==> src/rtl/stream_fetch_pkg.sv <==
// Shared types and constants for the strided memory-to-CGRA input streamer.
package stream_fetch_pkg;
    typedef enum logic [1:0] {IDLE, RUN, DRAIN, DONE} state_e;

    localparam logic [1:0] RESP_OKAY = 2'b00;
    localparam int         WORD_W    = 32;
endpackage

==> src/rtl/stream_input_fetcher_if.sv <==
// AXI-Lite read channel plus the word stream towards one CGRA input node.
interface stream_input_fetcher_if #(
    parameter int ADDR_WIDTH     = 32,
    parameter int AXI_DATA_WIDTH = 64
);
    import stream_fetch_pkg::*;

    logic [ADDR_WIDTH-1:0]     ar_addr;
    logic                      ar_valid;
    logic                      ar_ready;
    logic [AXI_DATA_WIDTH-1:0] r_data;
    logic [1:0]                r_resp;
    logic                      r_valid;
    logic                      r_ready;
    logic [WORD_W-1:0]         data;
    logic                      data_valid;
    logic                      data_ready;

    modport master (
        output ar_addr, ar_valid, r_ready, data, data_valid,
        input  ar_ready, r_data, r_resp, r_valid, data_ready
    );

    modport slave (
        input  ar_addr, ar_valid, r_ready, data, data_valid,
        output ar_ready, r_data, r_resp, r_valid, data_ready
    );
endinterface

==> src/rtl/stream_fifo.sv <==
// Synchronous FIFO; head entry is read straight from the storage registers.
module stream_fifo #(
    parameter int WIDTH = 32,
    parameter int DEPTH = 4
) (
    input  logic                     clk_i,
    input  logic                     rst_i,
    input  logic                     push_i,
    input  logic [WIDTH-1:0]         din_i,
    input  logic                     pop_i,
    output logic [WIDTH-1:0]         dout_o,
    output logic [$clog2(DEPTH):0]   count_o,
    output logic                     full_o,
    output logic                     empty_o
);
    localparam int            AW       = $clog2(DEPTH);
    localparam logic [AW:0]   FULL_CNT = DEPTH[AW:0];

    logic [DEPTH-1:0][WIDTH-1:0] mem_q, mem_d;
    logic [AW-1:0]               wr_ptr_q, wr_ptr_d;
    logic [AW-1:0]               rd_ptr_q, rd_ptr_d;
    logic [AW:0]                 count_q, count_d;
    logic                        do_push, do_pop;

    always_comb begin
        mem_d    = mem_q;
        wr_ptr_d = wr_ptr_q;
        rd_ptr_d = rd_ptr_q;
        do_pop   = pop_i && (count_q != '0);
        // a pop frees the slot in the same cycle, so a full FIFO can still take a push
        do_push  = push_i && ((count_q != FULL_CNT) || do_pop);
        if (do_push) begin
            mem_d[wr_ptr_q] = din_i;
            wr_ptr_d        = wr_ptr_q + AW'(1);
        end
        if (do_pop) begin
            rd_ptr_d = rd_ptr_q + AW'(1);
        end
        count_d = count_q + {{AW{1'b0}}, do_push} - {{AW{1'b0}}, do_pop};
    end

    always_ff @(posedge clk_i) begin
        if (rst_i) begin
            mem_q    <= '0;
            wr_ptr_q <= '0;
            rd_ptr_q <= '0;
            count_q  <= '0;
        end else begin
            mem_q    <= mem_d;
            wr_ptr_q <= wr_ptr_d;
            rd_ptr_q <= rd_ptr_d;
            count_q  <= count_d;
        end
    end

    assign dout_o  = mem_q[rd_ptr_q];
    assign count_o = count_q;
    assign full_o  = (count_q == FULL_CNT);
    assign empty_o = (count_q == '0);
endmodule

==> src/rtl/stream_input_fetcher.sv <==
// Issues strided AXI-Lite reads, picks the addressed 32-bit lane of each beat
// and streams the words to a CGRA input node.
module stream_input_fetcher
    import stream_fetch_pkg::*;
#(
    parameter int ADDR_WIDTH     = 32,
    parameter int AXI_DATA_WIDTH = 64,
    parameter int FIFO_DEPTH     = 4
) (
    input  logic                  clk_i,
    input  logic                  rst_i,
    input  logic                  start_i,
    input  logic [ADDR_WIDTH-1:0] base_addr_i,
    input  logic [15:0]           size_i,
    input  logic [15:0]           stride_i,
    output logic                  busy_o,
    output logic                  done_o,
    output logic                  error_o,
    stream_input_fetcher_if.master bus
);
    localparam int            CW        = $clog2(FIFO_DEPTH) + 1;
    localparam logic [CW-1:0] DEPTH_CNT = FIFO_DEPTH[CW-1:0];

    state_e                state_q, state_d;
    logic [ADDR_WIDTH-1:0] addr_q, addr_d;
    logic [15:0]           remaining_q, remaining_d;
    logic [15:0]           stride_q, stride_d;
    logic                  error_q, error_d;

    logic                  ar_valid, ar_fire, r_fire, d_fire;
    logic [CW:0]           in_flight;
    logic [WORD_W-1:0]     lane_word;
    logic [WORD_W-1:0]     word_dout;
    logic [CW-1:0]         word_count, lane_count;
    logic                  word_full, word_empty;
    logic                  lane_full, lane_empty, lane_head;
    logic                  unused_flags;

    assign unused_flags = lane_full | word_full;

    always_comb begin
        state_d     = state_q;
        addr_d      = addr_q;
        remaining_d = remaining_q;
        stride_d    = stride_q;
        error_d     = error_q;

        // lane queue holds one entry per AR without its R beat, so its count is the outstanding count
        in_flight = {1'b0, lane_count} + {1'b0, word_count};
        ar_valid  = (state_q == RUN) && (remaining_q != 16'd0) && (in_flight < {1'b0, DEPTH_CNT});
        ar_fire   = ar_valid && bus.ar_ready;
        r_fire    = bus.r_valid && !lane_empty;
        d_fire    = !word_empty && bus.data_ready;
        lane_word = lane_head ? bus.r_data[2*WORD_W-1:WORD_W] : bus.r_data[WORD_W-1:0];

        if (r_fire && (bus.r_resp != RESP_OKAY)) error_d = 1'b1;

        case (state_q)
            IDLE: begin
                if (start_i) begin
                    addr_d      = base_addr_i;
                    remaining_d = size_i;
                    stride_d    = stride_i;
                    error_d     = 1'b0;
                    state_d     = (size_i != 16'd0) ? RUN : DONE;
                end
            end
            RUN: begin
                if (ar_fire) begin
                    addr_d      = addr_q + {{(ADDR_WIDTH-16){1'b0}}, stride_q};
                    remaining_d = remaining_q - 16'd1;
                    if (remaining_q == 16'd1) state_d = DRAIN;
                end
            end
            DRAIN: begin
                // finish in the cycle after the last word leaves the buffer
                if (lane_empty && (word_empty || ((word_count == CW'(1)) && d_fire)))
                    state_d = DONE;
            end
            DONE:    state_d = IDLE;
            default: state_d = IDLE;
        endcase
    end

    always_ff @(posedge clk_i) begin
        if (rst_i) begin
            state_q     <= IDLE;
            addr_q      <= '0;
            remaining_q <= '0;
            stride_q    <= '0;
            error_q     <= 1'b0;
        end else begin
            state_q     <= state_d;
            addr_q      <= addr_d;
            remaining_q <= remaining_d;
            stride_q    <= stride_d;
            error_q     <= error_d;
        end
    end

    stream_fifo #(.WIDTH(1), .DEPTH(FIFO_DEPTH)) u_lane_q (
        .clk_i   (clk_i),
        .rst_i   (rst_i),
        .push_i  (ar_fire),
        .din_i   (addr_q[2]),
        .pop_i   (r_fire),
        .dout_o  (lane_head),
        .count_o (lane_count),
        .full_o  (lane_full),
        .empty_o (lane_empty)
    );

    stream_fifo #(.WIDTH(WORD_W), .DEPTH(FIFO_DEPTH)) u_word_q (
        .clk_i   (clk_i),
        .rst_i   (rst_i),
        .push_i  (r_fire),
        .din_i   (lane_word),
        .pop_i   (d_fire),
        .dout_o  (word_dout),
        .count_o (word_count),
        .full_o  (word_full),
        .empty_o (word_empty)
    );

    assign bus.ar_addr    = addr_q;
    assign bus.ar_valid   = ar_valid;
    assign bus.r_ready    = 1'b1;
    assign bus.data       = word_dout;
    assign bus.data_valid = !word_empty;

    assign busy_o  = (state_q == RUN) || (state_q == DRAIN);
    assign done_o  = (state_q == DONE);
    assign error_o = error_q;
endmodule

==> src/flat_wrapper.sv <==
// flat-port wrapper written by rule: the top's interface ports become plain ports
module stream_input_fetcher_flat import stream_fetch_pkg::*;
#(
    parameter int ADDR_WIDTH     = 32,
    parameter int AXI_DATA_WIDTH = 64,
    parameter int FIFO_DEPTH     = 4
)
  (clk_i, rst_i, start_i, base_addr_i, size_i, stride_i, busy_o, done_o, error_o, bus_ar_addr, bus_ar_valid, bus_r_ready, bus_data, bus_data_valid, bus_ar_ready, bus_r_data, bus_r_resp, bus_r_valid, bus_data_ready);
  stream_input_fetcher_if #(.ADDR_WIDTH(ADDR_WIDTH), .AXI_DATA_WIDTH(AXI_DATA_WIDTH)) bus_i ();
  input  logic clk_i;
  input  logic rst_i;
  input  logic start_i;
  input  logic [ADDR_WIDTH-1:0] base_addr_i;
  input  logic [15:0] size_i;
  input  logic [15:0] stride_i;
  output logic busy_o;
  output logic done_o;
  output logic error_o;
  output wire logic [$bits(bus_i.ar_addr)-1:0] bus_ar_addr;
  output wire logic [$bits(bus_i.ar_valid)-1:0] bus_ar_valid;
  output wire logic [$bits(bus_i.r_ready)-1:0] bus_r_ready;
  output wire logic [$bits(bus_i.data)-1:0] bus_data;
  output wire logic [$bits(bus_i.data_valid)-1:0] bus_data_valid;
  input wire logic [$bits(bus_i.ar_ready)-1:0] bus_ar_ready;
  input wire logic [$bits(bus_i.r_data)-1:0] bus_r_data;
  input wire logic [$bits(bus_i.r_resp)-1:0] bus_r_resp;
  input wire logic [$bits(bus_i.r_valid)-1:0] bus_r_valid;
  input wire logic [$bits(bus_i.data_ready)-1:0] bus_data_ready;
  assign bus_ar_addr = bus_i.ar_addr;
  assign bus_ar_valid = bus_i.ar_valid;
  assign bus_r_ready = bus_i.r_ready;
  assign bus_data = bus_i.data;
  assign bus_data_valid = bus_i.data_valid;
  assign bus_i.ar_ready = bus_ar_ready;
  assign bus_i.r_data = bus_r_data;
  assign bus_i.r_resp = bus_r_resp;
  assign bus_i.r_valid = bus_r_valid;
  assign bus_i.data_ready = bus_data_ready;
  stream_input_fetcher #(.ADDR_WIDTH(ADDR_WIDTH), .AXI_DATA_WIDTH(AXI_DATA_WIDTH), .FIFO_DEPTH(FIFO_DEPTH)) u_core (.clk_i(clk_i), .rst_i(rst_i), .start_i(start_i), .base_addr_i(base_addr_i), .size_i(size_i), .stride_i(stride_i), .busy_o(busy_o), .done_o(done_o), .error_o(error_o), .bus(bus_i));
endmodule
==> config.mk <==
export PLATFORM = sky130hd
export DESIGN_NAME = stream_input_fetcher_flat
export DESIGN_NICKNAME = d
export VERILOG_FILES = /design/src/rtl/stream_fetch_pkg.sv /design/src/rtl/stream_input_fetcher_if.sv /design/src/rtl/stream_fifo.sv /design/src/rtl/stream_input_fetcher.sv /design/src/flat_wrapper.sv
export SDC_FILE = /design/constraint.sdc
export NUM_CORES = 1
export LEC_CHECK = 0
export ABC_AREA = 1
export CAP_MARGIN = 20
export CORE_ASPECT_RATIO = 0.7
export CORE_MARGIN = 1.5
export CORE_UTILIZATION = 53
export DETAILED_ROUTE_END_ITERATION = 10
export GPL_TIMING_DRIVEN = 0
export PLACE_DENSITY = 0.9
export SYNTH_ARGS = -nofsm -noshare
export SYNTH_HDL_FRONTEND = slang
export SYNTH_SLANG_ARGS = --single-unit
==> constraint.sdc <==
create_clock -name clk_i -period 3.1 [get_ports clk_i]
set_input_delay 0.62 -clock clk_i [delete_from_list [all_inputs] [get_ports clk_i]]
set_output_delay 0.62 -clock clk_i [all_outputs]
set_load 0.01 [all_outputs]
==> summary.md, run 1 <==
| Metric | Value |
|---|---|
| PD cells | `962 nW/um2` |
| HP Start | `u_core.u_lane_q.mem_q[3]$_SDFFE_PP0P_` |
| Routed length on met3 | `5.71 mm` |
| Final min period | `3.07 ns` |
| Die height | `125 um` |
| Sequential fraction of the synthesis area | `37.8%` |
| Grt ovf | `0` |
| Nets@finish | `2025` |
| Worst Max-Slew Pin Slew | `about 0.85 ns` |
| # rows | `44` |
| Vias | `12700` |
| Router iterations before antenna repair | `6` |
| # IOs | `206` |
| Synth unique cells | `48` |
| NetSw | `6.19 mW` |
| H-tree levels | `1` |
| Core Util, Final | `around 69%` |
| Max_slew headroom | `~43%` |
| Synth top cells by count | `260 x nand2_1, 230 x o21ai_0, 213 x dfxtp_1` |
| Crit-path cells | `clkbuf_1 -> o21ai_0 -> o22ai_1 -> clkdlybuf4s50_1` |
| Sw frac | `around 45%` |
| Crit path from | `u_core.u_word_q.rd_ptr_q[1]$_SDFFE_PP0P_` |
| Layout cells sized above 1 | `6.00%` |
| WS Path Type | `flip-flop to output port` |
| Clock sinks | `213` |
| M1 wire length | `16.9 mm` |
| Synth Net Count | `approximately 1800` |
| Max Slew Vio Count | `0` |
| First-pass GRT wire length | `62.4 mm` |
| Clock power frac | `18.5%` |
| Yosys top cell area share | `37.8%` |
| Vias/cell | `approximately 5.9` |
| Root Driver | `clkbuf_16` |
| Clk slew on worst S/H paths | `0.06 ns` |
| Initial antenna violation count | `0` |
| Top post-synthesis cells by area | `dfxtp_1 38%, o21ai_0 10%, a21oi_1 8.9%` |
| Number of endpoints failing setup at the final stage | `0` |
| Seq pwr share | `between 20% and 30%` |
| Remaining DRCs | `0` |
| RSZ-0062 raised after global routing | `yes` |
| Avg Inst Size Synth | `6.97 um2` |
| Final worst-path cycle share | `between 90% and 100%` |
| Comb pwr share | `51.8%` |
| Total GRT Usage | `35.5%` |
| Syn Inst Count | `1621` |
| Leak | `6.28 nW` |
| Routability cong. | `1.01` |
| R2R Path Start | `u_core.state_q[1]$_SDFFE_PP0P_` |
| Hold Violations, Final | `0` |
| Routed Antenna Nets | `0` |
| Vias in the first global route | `11800` |
| Worst Hold Class | `flip-flop to flip-flop` |
| Post-synth EDFFs | `0` |
| Type of origin of the critical path | `flip-flop` |
| DRT iter0 DRCs | `1767` |
| Yosys warns | `0` |
| VDD IR-drop max | `0.554 mV` |
| Yosys top cell by area | `dfxtp_1` |
| Critical Path Sink Type | `output port` |
| Largest delay share family, worst path | `buffers and inverters` |
| Internal Power | `7.68 mW` |
| Largest net degree at the start of global routing | `14` |
| CTS tree | `built` |
| Status | `completed` |
| Largest buffer count on any clock path | `3` |
| Uppermost routed layer | `met4` |
| Setup total negative slack | `0 ns` |
| Routed wl met2 | `16.9 mm` |
| F_max | `326 MHz` |
| P&R area growth vs syn | `27.7%` |
| Cell Area, Synth | `~11000 um2` |
| Die area | `22200 um2` |
| Post-synth ARST share | `0%` |
| Crit-path max FO | `10` |
| Most common flop cell mapped by yosys | `dfxtp_1` |
| Max-cap violations | `0` |
| Initial Util | `54.3%` |
| HPWL after detailed placement | `29.9 mm` |
| Count leader, synth | `nand2_1` |
| CP arrival | `2.45 ns` |
| CP max stage delay | `0.57 ns` |
| Worst skew pair latency | `0.51 ns` |
| Input/output buffers | `between 200 and 250` |
| Slowest CP cell | `clkdlybuf4s50_1` |
| Drt total wl | `40.6 mm` |
| CORE AREA | `20800 um2` |
| Clock skew | `0.0152 ns` |
| Worst Path Required | `between 2 and 2.5 ns` |
| Routed len/inst | `19.0 um` |
| Power Total | `approximately 14 mW` |
| Post-synthesis register bit count | `213` |
| ANT cells | `0` |
| CP bufs+invs | `2` |
| Die width | `177 um` |
| Num CTS Buffers | `22` |
-- flip-flops by register name (all words and copies together) (netlist names) --
register and cells:
u_core.bus.ar_addr 32, u_core.error_o 1, u_core.remaining_q 16, u_core.state_q 2
u_core.stride_q 16, u_core.u_lane_q.count_o 3, u_core.u_lane_q.mem_q 4, u_core.u_lane_q.rd_ptr_q 2
u_core.u_lane_q.wr_ptr_q 2, u_core.u_word_q.count_o 3, u_core.u_word_q.mem_q 128, u_core.u_word_q.rd_ptr_q 2
u_core.u_word_q.wr_ptr_q 2
-- power by group through the flow --
stage	Combinational [mW]	Sequential, mW	Clock (mW)
after global routing	7.78	4.16	2.67
after detailed placement	6.89	4.12	0
after floorplan	4.30	3.99	0
after CTS	6.99	4.07	2.55
after global placement	6.73	4.09	0
final	7.19	4.11	2.57
-- worst min-delay path, delay by kind of cell (launching register included) --
kind / cells / cell delay [ns]
simple gates: 1 / 0.06
compound gates: 1 / 0.05
flops: 1 / 0.31
-- routing by layer --
layer | vias to the layer above | GRT usage, %
li1 | 5892 | -
met1 | 5767 | 50.7
met2 | 891 | 52.2
met3 | 111 | 9.85
met4 | 0 | 9.59
met5 | - | 0
-- through the flow --
stage | hold WS (ns) | worst slack [ns] | area [um2] | std cells
detailed placement | 0.446 | -0.112 | 13700 | 2101
CTS | 0.465 | 0.00119 | 14400 | 2141
global placement | 0.447 | 0.0438 | 13700 | 2101
finish | 0.465 | 0.0303 | 14400 | 2142
floorplan | 0.424 | 0.410 | 11300 | 1621
global route | 0.496 | -0.0806 | 14400 | 2142
-- cells in the final DEF (no fill, tap or decap), drive strengths merged --
| cell | Yosys | final |
|---|---|---|
| nor2 | 224 | 224 |
| and3 | 1 | 1 |
| fa | 3 | 3 |
| nor3b | 3 | 3 |
| a21boi | 1 | 1 |
| a21oi | 200 | 200 |
| nand2b | 1 | 1 |
| dlymetal6s2s | 0 | 3 |
| inv | 124 | 124 |
| xnor2 | 2 | 2 |
| o22ai | 33 | 33 |
| clkbuf | 60 | 90 |
| nor4 | 2 | 2 |
| buf | 34 | 39 |
| o211ai | 4 | 4 |
| xor2 | 11 | 11 |
| a31oi | 6 | 6 |
| o21bai | 2 | 2 |
| clkdlybuf4s50 | 0 | 201 |
| clkinv | 1 | 6 |
| dfxtp | 213 | 213 |
| nand2 | 265 | 265 |
| conb | 1 | 1 |
| o21ai | 261 | 261 |
| nand3 | 68 | 68 |
| nand4 | 6 | 6 |
| nor3 | 15 | 15 |
| a211oi | 3 | 3 |
| or2 | 5 | 5 |
| nand3b | 1 | 1 |
| and2 | 3 | 3 |
| clkinvlp | 0 | 1 |
| ha | 36 | 36 |
| mux2i | 32 | 32 |
-- kinds of logic (layout without fill, tap and decap cells) --
kind of cell	after synthesis	count (layout)	share of synthesized area, %
AND/OR/NAND/NOR	594	594	22.2
flip-flops	213	213	37.8
AO/OA/AOI/OAI	510	510	23.5
multiplexers	32	32	2.84
XOR/XNOR	13	13	1.01
buffers and inverters	219	464	8.11
other	1	1	0.0332
adder cells (fa/ha/maj)	39	39	4.52
-- final timing paths --
kind / end / slack [ns] / cells after the start
worst min register to register: u_core.u_lane_q.mem_q[3]$_SDFFE_PP0P_ / 0.47 / 2
worst max register to register: u_core.u_lane_q.count_o[2]$_SDFF_PP0_ / 0.12 / 17
worst min-delay path: u_core.u_lane_q.mem_q[3]$_SDFFE_PP0P_ / 0.47 / 2
worst max-delay path: bus_data[4] / 0.03 / 4
-- final cells by class --
class                   count  area [um2]
clock inverters             6        32.5
flip-flops and latches    213        4270
multi-input cells        1189        6120
inverters                 125         477
repair buffers            205        2060
plain buffers              94         475
clock buffers              34         647
well taps                 276         345
fillers                  1700        6390
-- what timing repair did --
action,in CTS,in global routing
setup buffers,0,1
setup endpoints to repair,33,34
resized for setup,15,26
hold buffers,0,0
pin swaps,0,2
No activity file was read; power rests on OpenSTA's default activity.
==> inputs of run 2 (changes only) <==
CORE_UTILIZATION = 50   (was 53)
PLACE_DENSITY = 0.86   (was 0.9)
==> summary.md, run 2 (same netlist as run 1, synthesis figures left out) <==
| Metric | Value |
|---|---|
| # IOs | `206 (unchanged)` |
| Routed Antenna Nets | `0 (unchanged)` |
| Status | `completed` |
| P&R area growth vs syn | `28.9%` |
| HPWL after detailed placement | `29.2 mm (-2.5%)` |
| CP bufs+invs | `5 (+3)` |
| Root Driver | `clkbuf_16` |
| Largest delay share family, worst path | `buffers and inverters` |
| CTS tree | `built` |
| Nets@finish | `2026 (+0.049%)` |
| Worst Hold Class | `flip-flop to flip-flop` |
| Routed len/inst | `18.7 um (-1.5%)` |
| Post-Place Worst Slack | `-0.0815 ns (+0.0300 ns)` |
| Max_slew headroom | `41.8% (-0.71 points)` |
| Die width | `183 um (+2.9%)` |
| Clock sinks | `213 (unchanged)` |
| Remaining DRCs | `0 (unchanged)` |
| Initial Util | `51.6% (-2.7 points)` |
| Crit-path cells | `clkbuf_4 -> inv_1 -> clkbuf_4 -> buf_4 -> o21ai_0 -> o22ai_1 -> clkdlybuf4s50_1` |
| Final critical-path setup slack | `0.0306 ns (+0.000299 ns)` |
| Drt total wl | `40.2 mm (-1.2%)` |
| H-tree levels | `1 (unchanged)` |
| Vias in the first global route | `11600 (-1.2%)` |
| Worst Max-Slew Pin Slew | `0.873 ns (+0.0197 ns)` |
| Biggest register | `u_core.u_word_q.mem_q` |
| WS Path Type | `flip-flop to output port` |
| Worst skew pair latency | `0.52 ns (about the same)` |
| Placed insts | `2107 (+0.29%)` |
| Vias | `12600 (-0.43%)` |
| Most frequent cells in the layout | `260 x nand2_1, 227 x o21ai_0, 212 x dfxtp_1` |
| Hold_buf cts | `0 (unchanged)` |
| Vias/cell | `5.87 (-0.70%)` |
| Crit-path max FO | `10 (unchanged)` |
| # rows | `45 (+2.3%)` |
| Slowest CP cell | `clkdlybuf4s50_1` |
| Num CTS Buffers | `22 (unchanged)` |
| Largest buffer count on any clock path | `3 (unchanged)` |
| PD cells | `966 nW/um2 (+0.43%)` |
| Final worst-path cycle share | `99.0% (about the same)` |
| Input/output buffers | `204 (unchanged)` |
| First-pass GRT wire length | `61.7 mm (-1.1%)` |
| Max Slew Vio Count | `0 (unchanged)` |
| Max FFs per register | `128 (unchanged)` |
| Die area | `23500 um2 (+5.9%)` |
| Top cell by count, worst path | `clkbuf_4` |
| Final min period | `3.07 ns (-0.000299 ns)` |
| CP max stage delay | `0.58 ns (about the same)` |
| Leak | `6.45 nW (+2.8%)` |
| DRT iter0 DRCs | `1699 (-3.8%)` |
| Number of endpoints failing setup at the final stage | `0 (unchanged)` |
| CORE AREA | `21900 um2 (+5.2%)` |
| Finished Layout Cells | `2148 (+0.28%)` |
| CP arrival | `2.45 ns (about the same)` |
| Router iterations before antenna repair | `6 (unchanged)` |
| ANT cells | `0 (unchanged)` |
| Layout cells sized above 1 | `6.65% (+0.64 points)` |
| Largest net degree at the start of global routing | `15 (+1)` |
| Initial antenna violation count | `0 (unchanged)` |
| Routability cong. | `1.03 (+1.2%)` |
| Hold Violations, Final | `0 (unchanged)` |
| Critical Path Sink Type | `output port` |
| F_max | `326 MHz (about the same)` |
| Type of origin of the critical path | `flip-flop` |
| Clock skew | `0.0146 ns (-0.000595 ns)` |
| Die height | `129 um (+2.9%)` |
| Clk slew on worst S/H paths | `0.06 ns (about the same)` |
| Max-cap violations | `0 (unchanged)` |
| Total GRT Usage | `33.2% (-2.3 points)` |
| Commonest non-fill, non-tap cell in the layout | `nand2_1` |
| Worst Path Required | `2.48 ns (about the same)` |
| Grt ovf | `0 (unchanged)` |
| RSZ-0062 raised after global routing | `yes` |
| VDD IR-drop max | `0.561 mV (+1.2%)` |
## run 2: cell count changes in the layout (fill, tap and decap cells not counted), moves of 2 or more
cell and delta:
buf_6 +2, clkbuf_1 -9, clkbuf_8 +5, clkdlybuf4s50_1 -8, dlymetal6s2s_1 +8
## run 2: cell type report
class,count,area (um2)
clock buffers,31,686
flip-flops and latches,213,4270
well taps,282,353
repair buffers,206,2080
plain buffers,94,484
multi-input cells,1189,6130
clock inverters,8,77.6
inverters,125,477
fillers,1804,7340
## run 2: what timing repair did
action / CTS / global route
pin swaps: 0 / 2
setup endpoints to repair: 33 / 34
resized for setup: 18 / 38
buffers inserted: 0 / 2
endpoints found under the hold margin: 0 / 0
## run 2: per-stage QoR
stage | power [mW] | setup TNS [ns] | util [%] | hold slack [ns] | instance area (um2)
2_1_floorplan | 8.29 | 0 | - | 0.424 | 11300
3_5_place_dp | 11.0 | -0.0815 | 62.5 | 0.452 | 13700
4_1_cts | 13.8 | 0 | 66.2 | 0.465 | 14500
5_1_grt | 14.9 | 0 | 66.5 | 0.492 | 14600
6_report | 14.1 | 0 | 66.5 | 0.467 | 14600
3_3_place_gp | 10.8 | 0 | 62.5 | 0.447 | 13700
## run 2: routing by layer
metal	up-vias	wire length [um]	GRT usage, %
met1	5698	17000	46.7
met4	0	1100	8.41
li1	5892	-	-
met2	906	16600	50.2
met5	-	0	0
met3	111	5390	9.11
## run 2: worst paths after layout
check | startpoint | endpoint | slack, ns | cells past startpoint
min reg2reg | u_core.error_o$_SDFF_PP0_ | u_core.error_o$_SDFF_PP0_ | 0.47 | 2
min | u_core.error_o$_SDFF_PP0_ | u_core.error_o$_SDFF_PP0_ | 0.47 | 2
max | u_core.u_word_q.rd_ptr_q[0]$_SDFFE_PP0P_ | bus_data[11] | 0.03 | 7
max reg2reg | u_core.state_q[1]$_SDFFE_PP0P_ | u_core.u_lane_q.count_o[2]$_SDFF_PP0_ | 0.13 | 17
## run 2: power by group
| group | total (mW) | switching, mW | internal, mW |
|---|---|---|---|
| Clock | 2.78 | 1.15 | 1.63 |
| Sequential | 4.10 | 0.662 | 3.43 |
| Combinational | 7.19 | 4.38 | 2.81 |
## run 2: worst min-delay path, stage by stage, from the launching register on
cell and delay, ns:
dfxtp_1 0.31, inv_1 0.05, a211oi_1 0.06
==> inputs of run 3 (changes only) <==
ABC_AREA = unset   (was 1)
GPL_ROUTABILITY_DRIVEN = 0   (was unset)
==> summary.md, run 3 <==
| Metric | Value |
|---|---|
| Status | `completed` |
| Final worst-path cycle share | `97.5% (-1.5 points)` |
| Count leader, synth | `dfxtp_1` |
| Mux cell area share after synthesis | `11.1% (+8.2 points)` |
| DRT iter0 DRCs | `1288 (-24%)` |
| Hold Violations, Final | `0 (unchanged)` |
| # IOs | `206 (unchanged)` |
| Post-synth EDFFs | `0 (unchanged)` |
| Final min period | `3.02 ns (-0.0460 ns)` |
| CP arrival | `3.40 ns (+0.95 ns)` |
| Most common flop cell mapped by yosys | `dfxtp_1` |
| Placed insts | `1673 (-21%)` |
| RSZ-0062 raised after global routing | `yes` |
| Slowest CP cell | `or4_4` |
| Most frequent cells in the layout | `208 x dfxtp_1, 202 x clkdlybuf4s50_1, 192 x nor2_1` |
| Leak | `4.89 nW (-24%)` |
| Yosys top cell area share | `39.5% (+1.7 points)` |
| Total GRT Usage | `30.3% (-2.9 points)` |
| Worst Hold Class | `flip-flop to flip-flop` |
| Largest net degree at the start of global routing | `15 (unchanged)` |
| Compound-cell area share of the yosys netlist | `21.0% (-2.5 points)` |
| Critical Path Sink Type | `flip-flop` |
| Top post-synthesis cells by area | `dfxtp_1 39%, a211oi_1 9.5%, mux4_2 6.9%` |
| # rows | `44 (-2.2%)` |
| FF+latch area | `4270 um2 (+0.12%)` |
| Routed Antenna Nets | `0 (unchanged)` |
| Grt ovf | `0 (unchanged)` |
| Biggest register | `u_core.u_word_q.mem_q` |
| Synth top cells by count | `213 x dfxtp_1, 193 x nor2_1, 136 x a211oi_1` |
| PD cells | `861 nW/um2 (-11%)` |
| Router iterations before antenna repair | `5 (-1)` |
| Initial antenna violation count | `0 (unchanged)` |
| Max FFs per register | `128 (unchanged)` |
| Clock skew | `0.0191 ns (+0.00450 ns)` |
| WS Path Type | `flip-flop to flip-flop` |
| CTS tree | `built` |
| CP bufs+invs | `3 (-2)` |
| Synth Area in Adders | `4.73% (+0.21 points)` |
| Type of origin of the critical path | `flip-flop` |
| Crit-path cells | `or4_4 -> nor4_4 -> a21oi_2 -> and3_4 -> inv_1 -> ha_1 -> inv_1 -> ha_1 -> inv_1 -> fa_1 -> xor2_1 -> xnor2_1 -> nor2_1` |
| Worst skew pair latency | `0.51 ns (about the same)` |
| Remaining DRCs | `0 (unchanged)` |
| ANT cells | `0 (unchanged)` |
| Yosys top cell by area | `dfxtp_1` |
| Multi-input gate area | `6070 um2 (-0.98%)` |
| Worst Max-Slew Pin Slew | `0.886 ns (+0.0131 ns)` |
| Syn Inst Count | `1194 (-26%)` |
| CP max stage delay | `0.56 ns (-0.02 ns)` |
| Final critical-path setup slack | `0.0766 ns (+0.0460 ns)` |
| Clk slew on worst S/H paths | `0.06 ns (about the same)` |
| Max-cap violations | `0 (unchanged)` |
| Core Util, Final | `66.6% (+0.18 points)` |
| Input/output buffers | `203 (-0.49%)` |
| Vias/cell | `6.14 (+4.6%)` |
| Nets@finish | `1597 (-21%)` |
| CORE AREA | `21000 um2 (-4.2%)` |
| Largest buffer count on any clock path | `3 (unchanged)` |
| Post-synthesis register bit count | `213 (unchanged)` |
| Post-Place Worst Slack | `-0.410 ns (-0.329 ns)` |
| Post-synthesis xor/xnor area fraction | `1.87% (+0.86 points)` |
| Hold_buf cts | `0 (unchanged)` |
| Avg Inst Size Synth | `9.04 um2 (+30%)` |
| Largest delay share family, worst path | `simple AND/OR/NAND/NOR gates` |
| Setup total negative slack | `0 ns (unchanged)` |
| Die width | `179 um (-2.2%)` |
| Post-Place Cell Area | `13200 um2 (-3.7%)` |
| Drt total wl | `34.5 mm (-14%)` |
| Crit-path max FO | `7 (-3)` |
| Num CTS Buffers | `22 (unchanged)` |
| First-pass GRT wire length | `53.7 mm (-13%)` |
| Yosys warns | `0 (unchanged)` |
| Sequential fraction of the synthesis area | `39.5% (+1.7 points)` |
| Synth Net Count | `1369 (-24%)` |
| H-tree levels | `1 (unchanged)` |
| Die area | `22500 um2 (-4.3%)` |
| Die height | `126 um (-2.2%)` |
| Worst Path Required | `3.48 ns (+1.00 ns)` |
| Post-Synth Simple-Gate Area | `17.3% (-5.0 points)` |
| HPWL after detailed placement | `25.2 mm (-13%)` |
| Vias in the first global route | `10200 (-12%)` |
| Routed len/inst | `20.2 um (+7.9%)` |
| Largest family of logic cells by synthesized area | `compound AO/OA/AOI/OAI gates` |
| Synth unique cells | `80 (+67%)` |
| Finished Layout Cells | `1710 (-20%)` |
| Commonest non-fill, non-tap cell in the layout | `dfxtp_1` |
| Max Slew Vio Count | `0 (unchanged)` |
| Filler instances | `1641 (-9.0%)` |
| Max_slew headroom | `41.0% (-0.87 points)` |
| Vias | `10500 (-17%)` |
| Cell Area, Synth | `10800 um2 (-4.4%)` |
| Post-synth ARST share | `0% (unchanged)` |
| Fin area | `14000 um2 (-4.0%)` |
| Initial Util | `51.5% (-0.071 points)` |
| Layout cells sized above 1 | `9.62% (+3.0 points)` |
| F_max | `331 MHz (+1.5%)` |
| Root Driver | `clkbuf_16` |
| P&R area growth vs syn | `29.5%` |
| Clock sinks | `213 (unchanged)` |
| VDD IR-drop max | `0.498 mV (-11%)` |
| Number of endpoints failing setup at the final stage | `0 (unchanged)` |
| Top cell by count, worst path | `inv_1` |
-- run 3: cell types whose count changed in the layout (fill, tap and decap cells not counted), sizes merged, moves of 12 or more --
cell	previous run	this run
inv	126	26
a21oi	200	69
o21ai	261	28
nand3	68	19
a211oi	3	146
o22ai	33	4
xnor2	2	16
nor2	224	195
nand2	265	101
mux4	0	33
mux2i	32	44
-- run 3: through the flow --
step	power, mW	hold WS (ns)
global placement	8.84	0.449
detailed placement	9.03	0.464
finish	12.0	0.473
global route	12.6	0.489
CTS	11.9	0.474
floorplan	7.09	0.440
-- run 3: path summary, 6_finish.rpt --
| path | slack [ns] | cells past startpoint | to | from |
|---|---|---|---|---|
| worst max-delay path | 0.08 | 13 | u_core.u_lane_q.count_o[2]$_SDFF_PP0_ | u_core.remaining_q[8]$_SDFFE_PP0P_ |
| worst min register to register | 0.47 | 2 | u_core.stride_q[0]$_SDFFE_PP0P_ | u_core.stride_q[0]$_SDFFE_PP0P_ |
| worst max register to register | 0.08 | 13 | u_core.u_lane_q.count_o[2]$_SDFF_PP0_ | u_core.remaining_q[8]$_SDFFE_PP0P_ |
| worst min-delay path | 0.47 | 2 | u_core.stride_q[0]$_SDFFE_PP0P_ | u_core.stride_q[0]$_SDFFE_PP0P_ |
-- run 3: cells by family (layout without fill, tap and decap cells) --
logic type | Yosys count | after routing
buffers and inverters | 116 | 356
DFF | 213 | 213
other | 1 | 1
and+or+nand+nor | 407 | 407
muxes | 78 | 78
adders and majority gates | 39 | 39
xor gates and xnor gates | 23 | 23
AOI/OAI and AO/OA | 317 | 317
-- run 3: area by class of cell --
class,instances,share of cell area [%]
flip-flops and latches,213,30.5
plain buffers,88,2.85
clock inverters,9,0.985
clock buffers,27,4.29
inverters,25,0.671
well taps,276,2.47
repair buffers,207,14.8
multi-input cells,865,43.4
-- run 3: timing repair --
action,in CTS,in global routing
pin swaps,3,4
setup buffers,3,1
gates resized for setup,19,12
setup endpoints to repair,32,44
-- run 3: power breakdown --
group | switching [mW] | internal (mW)
Combinational | 2.93 | 2.45
Sequential | 0.579 | 3.34
Clock | 1.12 | 1.62
Total | 4.62 | 7.41
-- run 3: metal layers --
layer	vias to the layer above	GRT usage, %	part of all wire [%]
met1	4976	44.0	43
met3	88	7.04	11
met5	-	0	0
li1	4825	-	-
met4	0	10.0	3.0
met2	604	44.2	43
-- run 3: worst min-delay path, delay by kind of cell, from the launching register on --
family,cells,cell delay (ns)
AO/OA/AOI/OAI,1,0.06
AND/OR/NAND/NOR,1,0.05
flip-flops,1,0.31
